File: src/rtl/ex.sv
// rtl/ex.sv - MIPS execute stage: logic/shift ALU plus multi-cycle restoring divider
//
// Optional feature macro: EX_DIV_EN builds the DIV/DIVU divider FSM and HI/LO outputs.
// Without it DIV/DIVU act as NOPs and the divider outputs are tied to zero.
//
// Ports:
//   clk         pipeline clock, rising edge
//   rst         synchronous reset, active-low
//   aluop_i     operation subtype
//   alusel_i    result class (NOP / LOGIC / SHIFT)
//   reg1_i      operand 1 (shift amount, dividend)
//   reg2_i      operand 2 (shifted value, divisor)
//   wd_i        destination register address
//   wreg_i      destination write enable
//   annul_i     cancel an in-flight divide
//   wd_o        destination address to EX/MEM and ID forwarding
//   wreg_o      write enable to EX/MEM and ID forwarding
//   wdata_o     result to EX/MEM and ID forwarding
//   hilo_we_o   HI/LO write strobe
//   hi_o        remainder
//   lo_o        quotient
//   stallreq_o  stall request to the pipeline controller

module ex (
    input  logic        clk,
    input  logic        rst,
    input  logic [7:0]  aluop_i,
    input  logic [2:0]  alusel_i,
    input  logic [31:0] reg1_i,
    input  logic [31:0] reg2_i,
    input  logic [4:0]  wd_i,
    input  logic        wreg_i,
    input  logic        annul_i,
    output logic [4:0]  wd_o,
    output logic        wreg_o,
    output logic [31:0] wdata_o,
    output logic        hilo_we_o,
    output logic [31:0] hi_o,
    output logic [31:0] lo_o,
    output logic        stallreq_o
);

    localparam logic [7:0] EXE_AND_OP  = 8'b00100100;
    localparam logic [7:0] EXE_OR_OP   = 8'b00100101;
    localparam logic [7:0] EXE_XOR_OP  = 8'b00100110;
    localparam logic [7:0] EXE_NOR_OP  = 8'b00100111;
    localparam logic [7:0] EXE_SLL_OP  = 8'b01111100;
    localparam logic [7:0] EXE_SRL_OP  = 8'b00000010;
    localparam logic [7:0] EXE_SRA_OP  = 8'b00000011;
    localparam logic [7:0] EXE_DIV_OP  = 8'b00011010;
    localparam logic [7:0] EXE_DIVU_OP = 8'b00011011;

    localparam logic [2:0] EXE_RES_LOGIC = 3'b001;
    localparam logic [2:0] EXE_RES_SHIFT = 3'b010;

    logic        is_div;
    logic [31:0] logic_res;
    logic [31:0] shift_res;
    logic [4:0]  shamt;

    assign is_div = (aluop_i == EXE_DIV_OP) || (aluop_i == EXE_DIVU_OP);
    assign shamt  = reg1_i[4:0];

    always_comb begin
        logic_res = 32'd0;
        case (aluop_i)
            EXE_AND_OP: logic_res = reg1_i & reg2_i;
            EXE_OR_OP:  logic_res = reg1_i | reg2_i;
            EXE_XOR_OP: logic_res = reg1_i ^ reg2_i;
            EXE_NOR_OP: logic_res = ~(reg1_i | reg2_i);
            default:    logic_res = 32'd0;
        endcase
    end

    always_comb begin
        shift_res = 32'd0;
        case (aluop_i)
            EXE_SLL_OP: shift_res = reg2_i << shamt;
            EXE_SRL_OP: shift_res = reg2_i >> shamt;
            EXE_SRA_OP: shift_res = $unsigned($signed(reg2_i) >>> shamt);
            default:    shift_res = 32'd0;
        endcase
    end

    // Divides never write the GPR file; their results go to HI/LO only.
    always_comb begin
        wd_o    = 5'd0;
        wreg_o  = 1'b0;
        wdata_o = 32'd0;
        if (rst) begin
            wd_o   = wd_i;
            wreg_o = wreg_i & ~is_div;
            if (!is_div) begin
                case (alusel_i)
                    EXE_RES_LOGIC: wdata_o = logic_res;
                    EXE_RES_SHIFT: wdata_o = shift_res;
                    default:       wdata_o = 32'd0;
                endcase
            end
        end
    end

`ifdef EX_DIV_EN
    typedef enum logic [1:0] {
        DIV_IDLE  = 2'd0,
        DIV_ON    = 2'd1,
        DIV_DZERO = 2'd2,
        DIV_END   = 2'd3
    } div_state_e;

    div_state_e  state_q, state_d;
    logic [5:0]  cnt_q, cnt_d;
    // [64:33] partial remainder, [32:1] unconsumed dividend bits, quotient bits shift in at [0].
    logic [64:0] rem_q, rem_d;
    logic [31:0] divisor_q, divisor_d;
    logic        sign1_q, sign1_d;
    logic        sign2_q, sign2_d;

    logic        stall_c;
    logic        hilo_we_c;
    logic        signed_op;
    logic [31:0] op1_abs;
    logic [31:0] op2_abs;
    logic [33:0] diff;
    logic [31:0] quot_raw;
    logic [31:0] rem_raw;

    assign signed_op = (aluop_i == EXE_DIV_OP);
    assign op1_abs   = (signed_op && reg1_i[31]) ? (~reg1_i + 32'd1) : reg1_i;
    assign op2_abs   = (signed_op && reg2_i[31]) ? (~reg2_i + 32'd1) : reg2_i;
    // The minuend is 33 bits wide: 2*remainder+bit can exceed 32 bits for divisors above 2^31.
    assign diff      = {1'b0, rem_q[64:32]} - {2'b00, divisor_q};
    assign quot_raw  = rem_q[31:0];
    assign rem_raw   = rem_q[64:33];

    always_ff @(posedge clk) begin
        if (!rst) begin
            state_q   <= DIV_IDLE;
            cnt_q     <= 6'd0;
            rem_q     <= 65'd0;
            divisor_q <= 32'd0;
            sign1_q   <= 1'b0;
            sign2_q   <= 1'b0;
        end else begin
            state_q   <= state_d;
            cnt_q     <= cnt_d;
            rem_q     <= rem_d;
            divisor_q <= divisor_d;
            sign1_q   <= sign1_d;
            sign2_q   <= sign2_d;
        end
    end

    always_comb begin
        state_d   = state_q;
        cnt_d     = cnt_q;
        rem_d     = rem_q;
        divisor_d = divisor_q;
        sign1_d   = sign1_q;
        sign2_d   = sign2_q;
        stall_c   = 1'b0;
        hilo_we_c = 1'b0;
        case (state_q)
            DIV_IDLE: begin
                if (is_div && !annul_i) begin
                    stall_c   = 1'b1;
                    sign1_d   = signed_op & reg1_i[31];
                    sign2_d   = signed_op & reg2_i[31];
                    divisor_d = op2_abs;
                    rem_d     = {32'd0, op1_abs, 1'b0};
                    cnt_d     = 6'd0;
                    state_d   = (reg2_i == 32'd0) ? DIV_DZERO : DIV_ON;
                end
            end
            DIV_ON: begin
                stall_c = 1'b1;
                if (annul_i) begin
                    state_d = DIV_IDLE;
                end else begin
                    if (diff[33]) begin
                        rem_d = {rem_q[63:0], 1'b0};
                    end else begin
                        rem_d = {diff[31:0], rem_q[31:0], 1'b1};
                    end
                    cnt_d = cnt_q + 6'd1;
                    if (cnt_q == 6'd31) begin
                        state_d = DIV_END;
                    end
                end
            end
            DIV_DZERO: begin
                stall_c = 1'b1;
                rem_d   = 65'd0;
                state_d = DIV_END;
            end
            DIV_END: begin
                hilo_we_c = 1'b1;
                state_d   = DIV_IDLE;
            end
            default: state_d = DIV_IDLE;
        endcase
    end

    assign stallreq_o = rst & stall_c;
    assign hilo_we_o  = rst & hilo_we_c;
    assign lo_o = (rst && hilo_we_c) ? ((sign1_q ^ sign2_q) ? (~quot_raw + 32'd1) : quot_raw) : 32'd0;
    assign hi_o = (rst && hilo_we_c) ? (sign1_q ? (~rem_raw + 32'd1) : rem_raw) : 32'd0;
`else
    logic unused_div;
    assign unused_div = &{1'b0, clk, annul_i};
    assign stallreq_o = 1'b0;
    assign hilo_we_o  = 1'b0;
    assign hi_o       = 32'd0;
    assign lo_o       = 32'd0;
`endif

endmodule

File: config.mk
export PLATFORM = sky130hd
export DESIGN_NAME = ex
export DESIGN_NICKNAME = d
export VERILOG_FILES = /design/src/rtl/ex.sv
export SDC_FILE = /design/constraint.sdc
export NUM_CORES = 1
export LEC_CHECK = 0
export ABC_AREA = 1
export BUFFER_PORTS_ARGS = -buffer_cell sky130_fd_sc_hd__buf_4
export CAP_MARGIN = 20
export CORE_ASPECT_RATIO = 1.4
export CORE_MARGIN = 2
export CORE_UTILIZATION = 50
export DETAILED_ROUTE_END_ITERATION = 10
export GPL_ROUTABILITY_DRIVEN = 0
export GPL_TIMING_DRIVEN = 1
export PLACE_DENSITY = 0.9
export SYNTH_ARGS = -nofsm -noshare
export SYNTH_HDL_FRONTEND = slang
export SYNTH_SLANG_ARGS = --single-unit
File: constraint.sdc
create_clock -name vclk -period 2.1
set_input_delay 0.42 -clock vclk [all_inputs]
set_output_delay 0.42 -clock vclk [all_outputs]
set_load 0.02 [all_outputs]
==> results.md, run 1 <==
* Vertical die dimension at 138 um
* First Err: [ERROR GRT-0232] Routing congestion too high. Check the congestion heatmap in the GUI.
* Stage where the flow stopped: global routing
* Number of placement rows at 49
* Cell area after technology mapping at 6420 sq um
* Synth warnings at 0
* GR Overflow Total at 155
* Status: stopped before the end
* Synth cell types at 41
* Kind of the worst endpoint: top-level output
* Die width at 99.8 um
* Mean Syn Cell Area at 5.36 sq um
* Number of ports placed on the die boundary at 188
* Global-route total usage across every layer at 73.8%
* Hold bufs inserted after CTS at 0
* I/O Buffers at 120
* DP Cell Count at 1562
* Half-perimeter wire length of the detailed placement result at 21700 um
* Sequential area share after synthesis at 0%
* Starting utilization of the core area at 50.6%
* Largest net degree at the start of global routing at 26
* Synthesized netlist cell count at 1197
* Critical endpoint after global-route timing repair: wdata_o[18]
[metrics by stage]
step	utilization, %	instance area [sq um]	worst slack (ns)	hold WS (ns)
2_1_floorplan	-	6770	-0.0356	0.959
4_1_cts	72.2	9160	-0.237	1.12
3_3_place_gp	66.7	8470	-0.340	1.12
3_5_place_dp	66.7	8470	-0.348	1.12
[routing by layer]
metal / GRT overflow / GRT usage, %
met4: 53 / 73.8
met3: 2 / 53.9
met5: 0 / 15.4
met2: 99 / 91.6
met1: 1 / 75.5
[synth_stat cells, types with 8 or more instances]
| cell | n | area (sq um) |
|---|---|---|
| buf_2 | 30 | 150 |
| clkbuf_1 | 15 | 56.3 |
| nor2_1 | 29 | 109 |
| nand3_1 | 275 | 1380 |
| a22o_1 | 16 | 140 |
| buf_4 | 73 | 548 |
| nand4_1 | 13 | 81.3 |
| inv_1 | 82 | 308 |
| o21ai_1 | 20 | 100 |
| a21oi_1 | 52 | 260 |
| ha_1 | 66 | 826 |
| o2111ai_1 | 15 | 131 |
| buf_6 | 8 | 90.1 |
| o211ai_1 | 12 | 90.1 |
| o21ai_0 | 32 | 160 |
| inv_2 | 11 | 41.3 |
| nand2_1 | 390 | 1460 |
[logic make-up after synthesis]
group / after synthesis / synth area share [%]
buffers and inverters: 228 / 19.3
AOI/OAI and AO/OA: 158 / 15.1
other: 1 / 0.0584
and+or+nand+nor: 744 / 52.7
adders and majority gates: 66 / 12.9
[repair_timing]
item                                    in CTS
endpoints found under the hold margin        0
pin swaps                                   40
gates resized for setup                    157
endpoints found under the setup margin      32
buffers inserted                             6
gates cloned                                 5
==> run 2: changes to the inputs <==
--- a/config.mk
+++ b/config.mk
@@ -8,13 +8,12 @@
 export ABC_AREA = 1
 export BUFFER_PORTS_ARGS = -buffer_cell sky130_fd_sc_hd__buf_4
 export CAP_MARGIN = 20
-export CORE_ASPECT_RATIO = 1.4
 export CORE_MARGIN = 2
-export CORE_UTILIZATION = 50
+export CORE_UTILIZATION = 40
 export DETAILED_ROUTE_END_ITERATION = 10
 export GPL_ROUTABILITY_DRIVEN = 0
 export GPL_TIMING_DRIVEN = 1
-export PLACE_DENSITY = 0.9
+export PLACE_DENSITY_LB_ADDON = 0.15
 export SYNTH_ARGS = -nofsm -noshare
 export SYNTH_HDL_FRONTEND = slang
 export SYNTH_SLANG_ARGS = --single-unit
==> constraint.sdc (replaced) <==
create_clock -name vclk -period 2.7
set_input_delay 0.54 -clock vclk [all_inputs]
set_output_delay 0.54 -clock vclk [all_outputs]
set_load 0.02 [all_outputs]
==> results.md, run 2 <==
* Status: finished, violations left
* Failing checks: negative setup slack
* Post-DR wirelength/cell at 18.3 um
* Drt first pass iters at 9
* Detail-routed via count per cell at 5.70
* Worst vdd ir at 0.0000852 V
* Maximum fanout along the worst path at 14
* Final period util at 101%
* I/O Buffers at 120 (unchanged)
* Sequential area share after synthesis at 0% (unchanged)
* Most common cell after layout, fill and taps aside: nand2_1
* Type of the worst min-delay path: in2out
* Number of nets with antenna violations after routing at 0
* Setup repair after global routing missed its margin: true
* PD cells at 132 nW/um^2
* Count of sequential standard cells at 0
* Area of the multi-input gates at 6280 sq um
* Largest net degree at the start of global routing at 34
* Number of ports placed on the die boundary at 188 (unchanged)
* Post-route standard cell area excluding fillers at 9420 sq um
* Flop pwr share at 0%
* Post-route setup slack at -0.0158 ns
* Highest Clock Rate at 368 MHz
* Final min period at 2.72 ns
* Area after DPL at 8200 sq um (-3.2%)
* GR Overflow Total at 0
* Final-stage net count at 1551
* Signal arrival time at the worst endpoint at 2.18 ns
* Cell type with the largest total area after synthesis: nand2_1
* Number of violations reported at the end of detailed-routing iteration 0 at 1076
* Starting utilization of the core area at 40.7% (-9.9 points)
* Count of clock buffers in the final design at 0
* Maximum single-stage delay on the critical path at 0.17 ns
* Switching fraction of total power at 63.1%
* Synth cell types at 41 (unchanged)
* Post-route total power at 1.24 mW
* Clock network fraction of total power at 0%
* Max Cap Viol at 0
* Hold bufs inserted after CTS at 0 (unchanged)
* Global-route total usage across every layer at 31.5%
* Count of inserted antenna diode cells at 0
* Area taken by flip-flops and latches at 0 sq um
* Half-perimeter wire length of the detailed placement result at 22500 um (+3.5%)
* Net Sw Power at 0.784 mW
* Critical path required time at 2.16 ns
* Vertical die dimension at 131 um (-5.3%)
* Synthesized netlist cell count at 1197 (unchanged)
* Sequence of cells on the critical path: buf_4 -> clkinvlp_4 -> buf_12 -> buf_12 -> nand3_4 -> nand3_2 -> nand2_1 -> nand2_1 -> buf_4 -> a31oi_1 -> nand2_1 -> a21oi_2 -> buf_4
* Via count of the first global-routing pass at 8082
* Routed wire length at 29600 um
* Global-route wire length before repair at 41900 um
* Combinational share of power at 100.0%
* Cell internal power dissipation at 0.458 mW
* Mean Syn Cell Area at 5.36 sq um (unchanged)
* Die width at 131 um (+31%)
* Combined buffer and inverter count along the critical path at 6
* Placement-stage worst setup slack at -0.146 ns (+0.202 ns)
* Crit path capture type: output pin
* Standby leakage power at 4.81 nW
* Largest delay contributor family on the critical path: buffers and inverters
* Biggest area contributors in the synthesized netlist: nand2_1 23%, nand3_1 21%, ha_1 13%, buf_4 8.5%, inv_1 4.8%
* Remaining design rule violation count at 0
* Die outline area at 17100 sq um
* Initial antenna violation count at 0
* Cell area after technology mapping at 6420 sq um (unchanged)
* Fraction of post-synthesis cell area in the top cell type by area at 22.8% (unchanged)
* Total vias in the final route at 9207
* Top cells by count, synth: 390 x nand2_1, 275 x nand3_1, 82 x inv_1
* Synth warnings at 0 (unchanged)
* Crit path launch type: input port
* Most frequent cell after synthesis: nand2_1
* Startpoint-to-endpoint class of the critical path: in2out
* Area of the core at 15800 sq um
* Most used cells in the layout excluding fill and tap cells: 320 x nand2_1, 217 x buf_4, 202 x nand3_1
* Fillcell total at 1610
* Count of pins over their slew limit at 0
* Number of placement rows at 46 (-6.1%)
* Final setup viols at 8
* Area grow syn2layout at 46.8%
* Slowest library cell on the worst path: buf_12
* Hold violation count in the final report at 0
* Fraction of layout cells with a size suffix above 1 at 37.2%
[run 2: cell counts after synthesis]
No cell type changed its count.
[run 2: repair_timing]
action,4_1_cts,5_1_grt
pin swaps,4,54
gates resized for setup,23,251
setup endpoints to repair,30,32
hold endpoints to repair,0,0
gates cloned,0,6
setup buffers,1,13
[run 2: worst min-delay path: stages]
cell and delay [ns]:
buf_4 0.07, nand2_1 0.04, inv_1 0.04, buf_4 0.13
[run 2: path summary, 6_finish.rpt]
kind	startpoint	end	cells after the start
max	reg1_i[1]	wdata_o[8]	13
min	wd_i[0]	wd_o[0]	4
[run 2: power groups by stage]
stage	clock (mW)	combinational (mW)	sequential [mW]
2_1_floorplan	0	0.685	0
3_3_place_gp	0	1.03	0
3_5_place_dp	0	1.04	0
4_1_cts	0	1.05	0
5_1_grt	0	1.34	0
6_report	0	1.24	0
[run 2: cell families after synthesis]
group	after synthesis	synth area share, %
compound gates	158	15.1
fa+ha+maj	66	12.9
buf+inv	228	19.3
other cells	1	0.0584
simple gates	744	52.7
[run 2: through the flow]
step / std cells / hold WS [ns] / TNS (ns) / util [%]
3_5_place_dp: 1595 / 1.36 / -2.57 / 52.0
4_1_cts: 1596 / 1.36 / -0.00113 / 52.5
3_3_place_gp: 1595 / 1.36 / -2.81 / 52.0
6_report: 1615 / 1.36 / -0.0701 / 59.7
2_1_floorplan: 1262 / 1.20 / 0 / -
5_1_grt: 1615 / 1.38 / -1.03 / 59.7
[run 2: cell type report]
type	count	area share (%)
inverter	96	4.33
timing repair inverter	2	0.186
multi-input combinational	1034	66.6
tap	216	2.87
timing repair buffer	267	26.0
[run 2: routing by layer]
metal	GRT usage, %	wire length (um)	vias to the layer above
li1	-	-	4297
met1	41.1	11200	4077
met2	47.8	12400	687
met3	6.43	3710	146
met4	18.5	2220	0
met5	0	0	-
Note: power is estimated with default switching activity, not from simulation.
